**config.mk**
```make
export PLATFORM = sky130hd
export DESIGN_NAME = sha256_msg_schedule_flat
export DESIGN_NICKNAME = d
export VERILOG_FILES = /design/src/rtl/sha256_msg_schedule_if.sv /design/src/rtl/sha256_msg_schedule.sv /design/src/flat_wrapper.sv
export SDC_FILE = /design/constraint.sdc
export NUM_CORES = 1
export LEC_CHECK = 0
export ABC_AREA = 1
export BUFFER_PORTS_ARGS = -buffer_cell sky130_fd_sc_hd__buf_2
export CAP_MARGIN = 25
export CORE_ASPECT_RATIO = 1.4
export CORE_UTILIZATION = 40
export CTS_CLUSTER_DIAMETER = 30
export CTS_CLUSTER_SIZE = 30
export DETAILED_ROUTE_END_ITERATION = 6
export SLEW_MARGIN = 10
export SYNTH_ARGS = -nofsm -noshare
export SYNTH_HDL_FRONTEND = slang
export SYNTH_SLANG_ARGS = --single-unit
```
**constraint.sdc**
```tcl
create_clock -name clk -period 9.88 [get_ports clk]
set_input_delay 0.494 -clock clk [delete_from_list [all_inputs] [get_ports clk]]
set_output_delay 0.494 -clock clk [all_outputs]
set_load 0.03 [all_outputs]
```
**src/rtl/sha256_msg_schedule_if.sv**
```systemverilog
// Stream interface for the SHA-256 message-schedule expander: word input and schedule output.
interface sha256_msg_schedule_if;
  logic        in_valid;
  logic        in_ready;
  logic [31:0] in_word;
  logic        out_valid;
  logic        out_ready;
  logic [31:0] out_word;
  logic [5:0]  out_index;
  logic        out_last;

  modport master (
    output in_valid, in_word, out_ready,
    input  in_ready, out_valid, out_word, out_index, out_last
  );

  modport slave (
    input  in_valid, in_word, out_ready,
    output in_ready, out_valid, out_word, out_index, out_last
  );
endinterface

```
**src/rtl/sha256_msg_schedule.sv**
```systemverilog
// SHA-256 message-schedule expander: loads a 16-word block, then emits W0..W(NUM_OUT-1)
// through a 16-deep sliding window with a single 4-input adder.
module sha256_small_sigma0 (
  input  logic [31:0] x,
  output logic [31:0] y
);
  assign y = {x[6:0], x[31:7]} ^ {x[17:0], x[31:18]} ^ {3'b000, x[31:3]};
endmodule

module sha256_small_sigma1 (
  input  logic [31:0] x,
  output logic [31:0] y
);
  assign y = {x[16:0], x[31:17]} ^ {x[18:0], x[31:19]} ^ {10'b0, x[31:10]};
endmodule

module sha256_msg_schedule #(
  parameter int unsigned NUM_OUT = 64
) (
  input  logic                  clk,
  input  logic                  rst_n,
  sha256_msg_schedule_if.slave  bus
);
  typedef enum logic {LOAD, EXPAND} state_t;

  localparam logic [5:0] LAST_T = 6'(NUM_OUT - 1);

  state_t      state, state_next;
  logic [31:0] win [16];
  logic [3:0]  lcnt;
  logic [5:0]  t;
  logic [31:0] s0, s1, next_word;
  logic        in_fire, out_fire, last_beat;

  sha256_small_sigma0 u_sigma0 (.x(win[1]),  .y(s0));
  sha256_small_sigma1 u_sigma1 (.x(win[14]), .y(s1));

  // Window holds W[t..t+15]; the sum is W[t+16] for every t, so no special case below 16.
  assign next_word = s1 + win[9] + s0 + win[0];

  assign in_fire   = bus.in_valid  && (state == LOAD);
  assign out_fire  = bus.out_ready && (state == EXPAND);
  assign last_beat = (t == LAST_T);

  always_comb begin
    bus.in_ready  = 1'b0;
    bus.out_valid = 1'b0;
    bus.out_word  = '0;
    bus.out_index = t;
    bus.out_last  = 1'b0;
    if (state == LOAD) begin
      bus.in_ready = 1'b1;
    end else begin
      bus.out_valid = 1'b1;
      bus.out_word  = win[0];
      bus.out_last  = last_beat;
    end
  end

  always_comb begin
    state_next = state;
    case (state)
      LOAD:    if (in_fire && lcnt == 4'd15) state_next = EXPAND;
      EXPAND:  if (out_fire && last_beat)    state_next = LOAD;
      default: state_next = LOAD;
    endcase
  end

  always_ff @(posedge clk) begin
    if (!rst_n) state <= LOAD;
    else        state <= state_next;
  end

  always_ff @(posedge clk) begin
    if (!rst_n) begin
      for (int unsigned i = 0; i < 16; i++) win[i] <= '0;
      lcnt <= '0;
      t    <= '0;
    end else if (in_fire) begin
      for (int unsigned i = 0; i < 15; i++) win[i] <= win[i+1];
      win[15] <= bus.in_word;
      lcnt    <= (lcnt == 4'd15) ? 4'd0 : lcnt + 4'd1;
      t       <= '0;
    end else if (out_fire) begin
      for (int unsigned i = 0; i < 15; i++) win[i] <= win[i+1];
      win[15] <= next_word;
      if (last_beat) begin
        t    <= '0;
        lcnt <= '0;
      end else begin
        t <= t + 6'd1;
      end
    end
  end
endmodule

```
**src/flat_wrapper.sv**
```systemverilog
// flat-port wrapper written by rule: the top's interface ports become plain ports
module sha256_msg_schedule_flat 
#(
  parameter int unsigned NUM_OUT = 64
)
  (clk, rst_n, bus_in_valid, bus_in_word, bus_out_ready, bus_in_ready, bus_out_valid, bus_out_word, bus_out_index, bus_out_last);
  sha256_msg_schedule_if bus_i ();
  input  logic clk;
  input  logic rst_n;
  input wire logic [$bits(bus_i.in_valid)-1:0] bus_in_valid;
  input wire logic [$bits(bus_i.in_word)-1:0] bus_in_word;
  input wire logic [$bits(bus_i.out_ready)-1:0] bus_out_ready;
  output wire logic [$bits(bus_i.in_ready)-1:0] bus_in_ready;
  output wire logic [$bits(bus_i.out_valid)-1:0] bus_out_valid;
  output wire logic [$bits(bus_i.out_word)-1:0] bus_out_word;
  output wire logic [$bits(bus_i.out_index)-1:0] bus_out_index;
  output wire logic [$bits(bus_i.out_last)-1:0] bus_out_last;
  assign bus_i.in_valid = bus_in_valid;
  assign bus_i.in_word = bus_in_word;
  assign bus_i.out_ready = bus_out_ready;
  assign bus_in_ready = bus_i.in_ready;
  assign bus_out_valid = bus_i.out_valid;
  assign bus_out_word = bus_i.out_word;
  assign bus_out_index = bus_i.out_index;
  assign bus_out_last = bus_i.out_last;
  sha256_msg_schedule #(.NUM_OUT(NUM_OUT)) u_core (.clk(clk), .rst_n(rst_n), .bus(bus_i));
endmodule
```
==> flow_summary_export.csv <==
group,metric,value,unit
sta,fmax,245,MHz
synthesis,syn-num-nets,2709,
global_routing,grt_max_degree,144,
clock_network,hold_buffers,0,
floorplan,initial_core_util,0.407,
sta,setup_viol,0,
floorplan,design.core.area,63400,µm²
hold_path,hold_depth,3,
floorplan,die_area,65500,µm²
clock_network,htreeDepth,3,
pwr,ir_drop,138,µV
global_routing,grt_overflow_total,0,
synthesis,yosysWarnings,0,
hold_path,hp-class,"in2reg",
layout,insertedDiodeCount,0,
floorplan,fp.dieW,217,µm
clock_network,cts_tree,"done",
global_routing,antenna_found_initial,0,
global_routing,grt_pass1_vias,16100,
run_status,status,"complete, no violations",
synthesis,yosysTopAreaCellShare,0.596,
clock_network,clock_latency,0.66,ns
synthesis,synth_edf_count,512,
clock_network,root_buffer,"clkbuf_16",
placement,gp_congestion,0.929,
detailed_routing,drc,0,
detailed_routing,wirelength,62600,µm
synthesis,async_flop_share,0,
synthesis,synth_area,25800,µm²
layout,nNetsFinal,2830,
detailed_routing,dr.pass1.iters,5,
clock_network,cts_setup_buffers,0,
worst_setup_path,r2r_cells,17,
synthesis,synth_area_leaders,"edfxtp_1 (60%), inv_1 (11%), nand2_1 (6.9%), nor2_1 (5.3%), fa_1 (4.8%)",
flow_run,maxCapViolations,0,
floorplan,die_h,302,µm
detailed_routing,routed_via_density,4.48,
placement,dp_hpwl,44700,µm
worst_setup_path,path_cells,"xnor2_1 > xor2_1 > fa_1 > inv_1 > fa_1 > inv_1 > ha_1 > inv_1 > fa_1 > inv_1 > nand3_1 > nand3_1 > nand2_1 > nand3_2 > a21oi_1 > o21ai_0 > nand2_1",
synthesis,synth_top_cell_by_area,"edfxtp_1",
pwr,p_per_area,258,nW/µm²
clock_network,clock_sinks,523,
layout,drive_gt1_frac,0.0988,
sta,fin_worst_skew,0.0357,ns
sta,tightest_slew,1.02,ns
floorplan,ioPinCount,77,
synthesis,ys_types,38,
worst_setup_path,crit_path_frequent_cell,"inv_1",
global_routing,grt_pass1_wl,94500,µm
placement,port_buffers,76,
synthesis,synth_top_flop_cell,"edfxtp_1",
worst_setup_path,worstPathRequired,10.26,ns
worst_setup_path,path_max_fanout,5,
worst_setup_path,regToRegSetupSlack,5.79,ns
worst_setup_path,cp_slowest_cell,"fa_1",
worst_setup_path,criticalPathCategory,"reg2reg",
sta,slew_viol_final,0,
clock_network,clk_pin_slew,0.05,ns
pwr,total_power,7.78,mW
worst_setup_path,critPathArrivalTime,4.47,ns
floorplan,rows,109,
sta,final_hold_viol_count,0,
clock_network,numCtsBuffers,95,
detailed_routing,vias,16200,
sta,finalCriticalPeriod,4.09,ns
sta,slew_headroom,0.323,
detailed_routing,wl_per_cell,17.3,µm
worst_setup_path,critPathLaunchType,"register",
layout,area_growth,17.1,%
worst_setup_path,cp_slowest_stage_delay,0.51,ns
synthesis,ys_ff_latch,523,
synthesis,ys_seq_area_frac,0.605,
sta,finalSetupTns,0,ns
detailed_routing,drtAntennaViolNets,0,
synthesis,synth_cells,2578,
layout,instances_no_fill,3614,
clock_network,ctsLongestPathBuffers,3,
detailed_routing,first_iter_violations,1345,
worst_setup_path,endpoint_kind,"register",
placement,placed_cells,3434,
pwr,p_leak,14.6,nW
synthesis,avgSynthCellArea,10.0,µm²
clock_network,post_cts_resized,0,
global_routing,grt_usage,0.195,
sta,grt_setup_unrepaired,"no",
sta,finalCritPeriodShare,0.413,
==> cell families (layout without fill, tap and decap cells) <==
group / count (synthesis) / in the layout / share of synthesized area
adders and majority gates: 95 / 95 / 0.0641
buffers and inverters: 855 / 1059 / 0.134
DFF: 523 / 523 / 0.605
xor gates and xnor gates: 132 / 132 / 0.0448
AOI/OAI and AO/OA: 59 / 59 / 0.0128
and+or+nand+nor: 914 / 914 / 0.140
==> metrics by stage <==
stage	worst slack, ns	instance area, µm²	hold WS (ns)	util
CTS	5.80	30200	0.0980	0.476
detailed placement	5.83	26800	0.487	0.423
global route	5.53	30200	0.116	0.476
global placement	5.80	26800	0.465	0.423
finish	5.79	30200	0.126	0.476
floorplan	2.71	25800	0.456	-
==> cell usage after synthesis, types with 11 or more instances <==
cell / count
inv_1: 786
edfxtp_1: 512
nand2_1: 472
nor2_1: 361
xor2_1: 68
xnor2_1: 64
fa_1: 62
nand3_1: 46
ha_1: 33
a21oi_1: 30
buf_6: 30
clkbuf_1: 22
o21ai_0: 12
buf_2: 11
dfxtp_1: 11
==> metal layers <==
layer,vias to the layer above,wire [µm],track usage
met1,7728,26100,0.248
met3,113,3170,0.0317
met5,-,0,0
li1,7938,-,-
met4,0,2240,0.0827
met2,422,31000,0.331
==> area by class of cell <==
cell class / count / area (µm²)
tap: 832 / 1040
multi-input combinational: 1200 / 6760
inverter: 791 / 2980
clock inverter: 79 / 967
fill: 5873 / 33200
sequential: 523 / 15600
clock buffer: 101 / 2400
timing repair buffer: 88 / 473
==> layout by cell type (no fill, tap or decap), types with 5 or more instances in the layout <==
| cell | n |
|---|---|
| clkinv_1 | 9 |
| inv_1 | 786 |
| xnor2_1 | 64 |
| o21ai_0 | 12 |
| inv_6 | 12 |
| dfxtp_1 | 11 |
| clkbuf_1 | 6 |
| clkinvlp_4 | 12 |
| nand4_1 | 7 |
| buf_2 | 75 |
| clkinv_2 | 14 |
| ha_1 | 33 |
| edfxtp_1 | 512 |
| nor3_1 | 9 |
| nand3_1 | 46 |
| o21ai_1 | 5 |
| xor2_1 | 68 |
| clkinv_4 | 10 |
| clkbuf_16 | 95 |
| bufinv_16 | 13 |
| nor2_1 | 361 |
| a21oi_1 | 30 |
| buf_4 | 13 |
| fa_1 | 62 |
| nand2_1 | 470 |
==> power breakdown <==
group          total [mW]  leakage, nW  switching (mW)  internal, mW
clock                3.35         1.61            1.21          2.14
combinational        1.74         7.22            1.19         0.553
sequential           2.69         5.75          0.0935          2.60
==> state kept, by name, summed over array words and instances (netlist names) <==
register / flops
u_core.bus.out_index: 6
u_core.lcnt: 4
u_core.state: 1
u_core.win: 512
==> critical path, delay by kind of cell, from the launching register on <==
kind            cells  cell delay [ns]
simple gates        5             0.52
compound gates      2             0.29
buf+inv             4             0.35
fa+ha+maj           4             1.59
flops               1             0.44
xor+xnor            2             0.62
==> path summary, 6_finish.rpt <==
kind,start,endpoint
min,bus_in_word[27],u_core.win[7][59]$_DFFE_PP_
max,u_core.win[0][51]$_SDFFCE_PN0P_,u_core.win[7][45]$_DFFE_PP_
min reg2reg,u_core.win[6][44]$_DFFE_PP_,u_core.win[6][12]$_DFFE_PP_
max reg2reg,u_core.win[0][51]$_SDFFCE_PN0P_,u_core.win[7][45]$_DFFE_PP_
(Power assumes the default switching activity.)
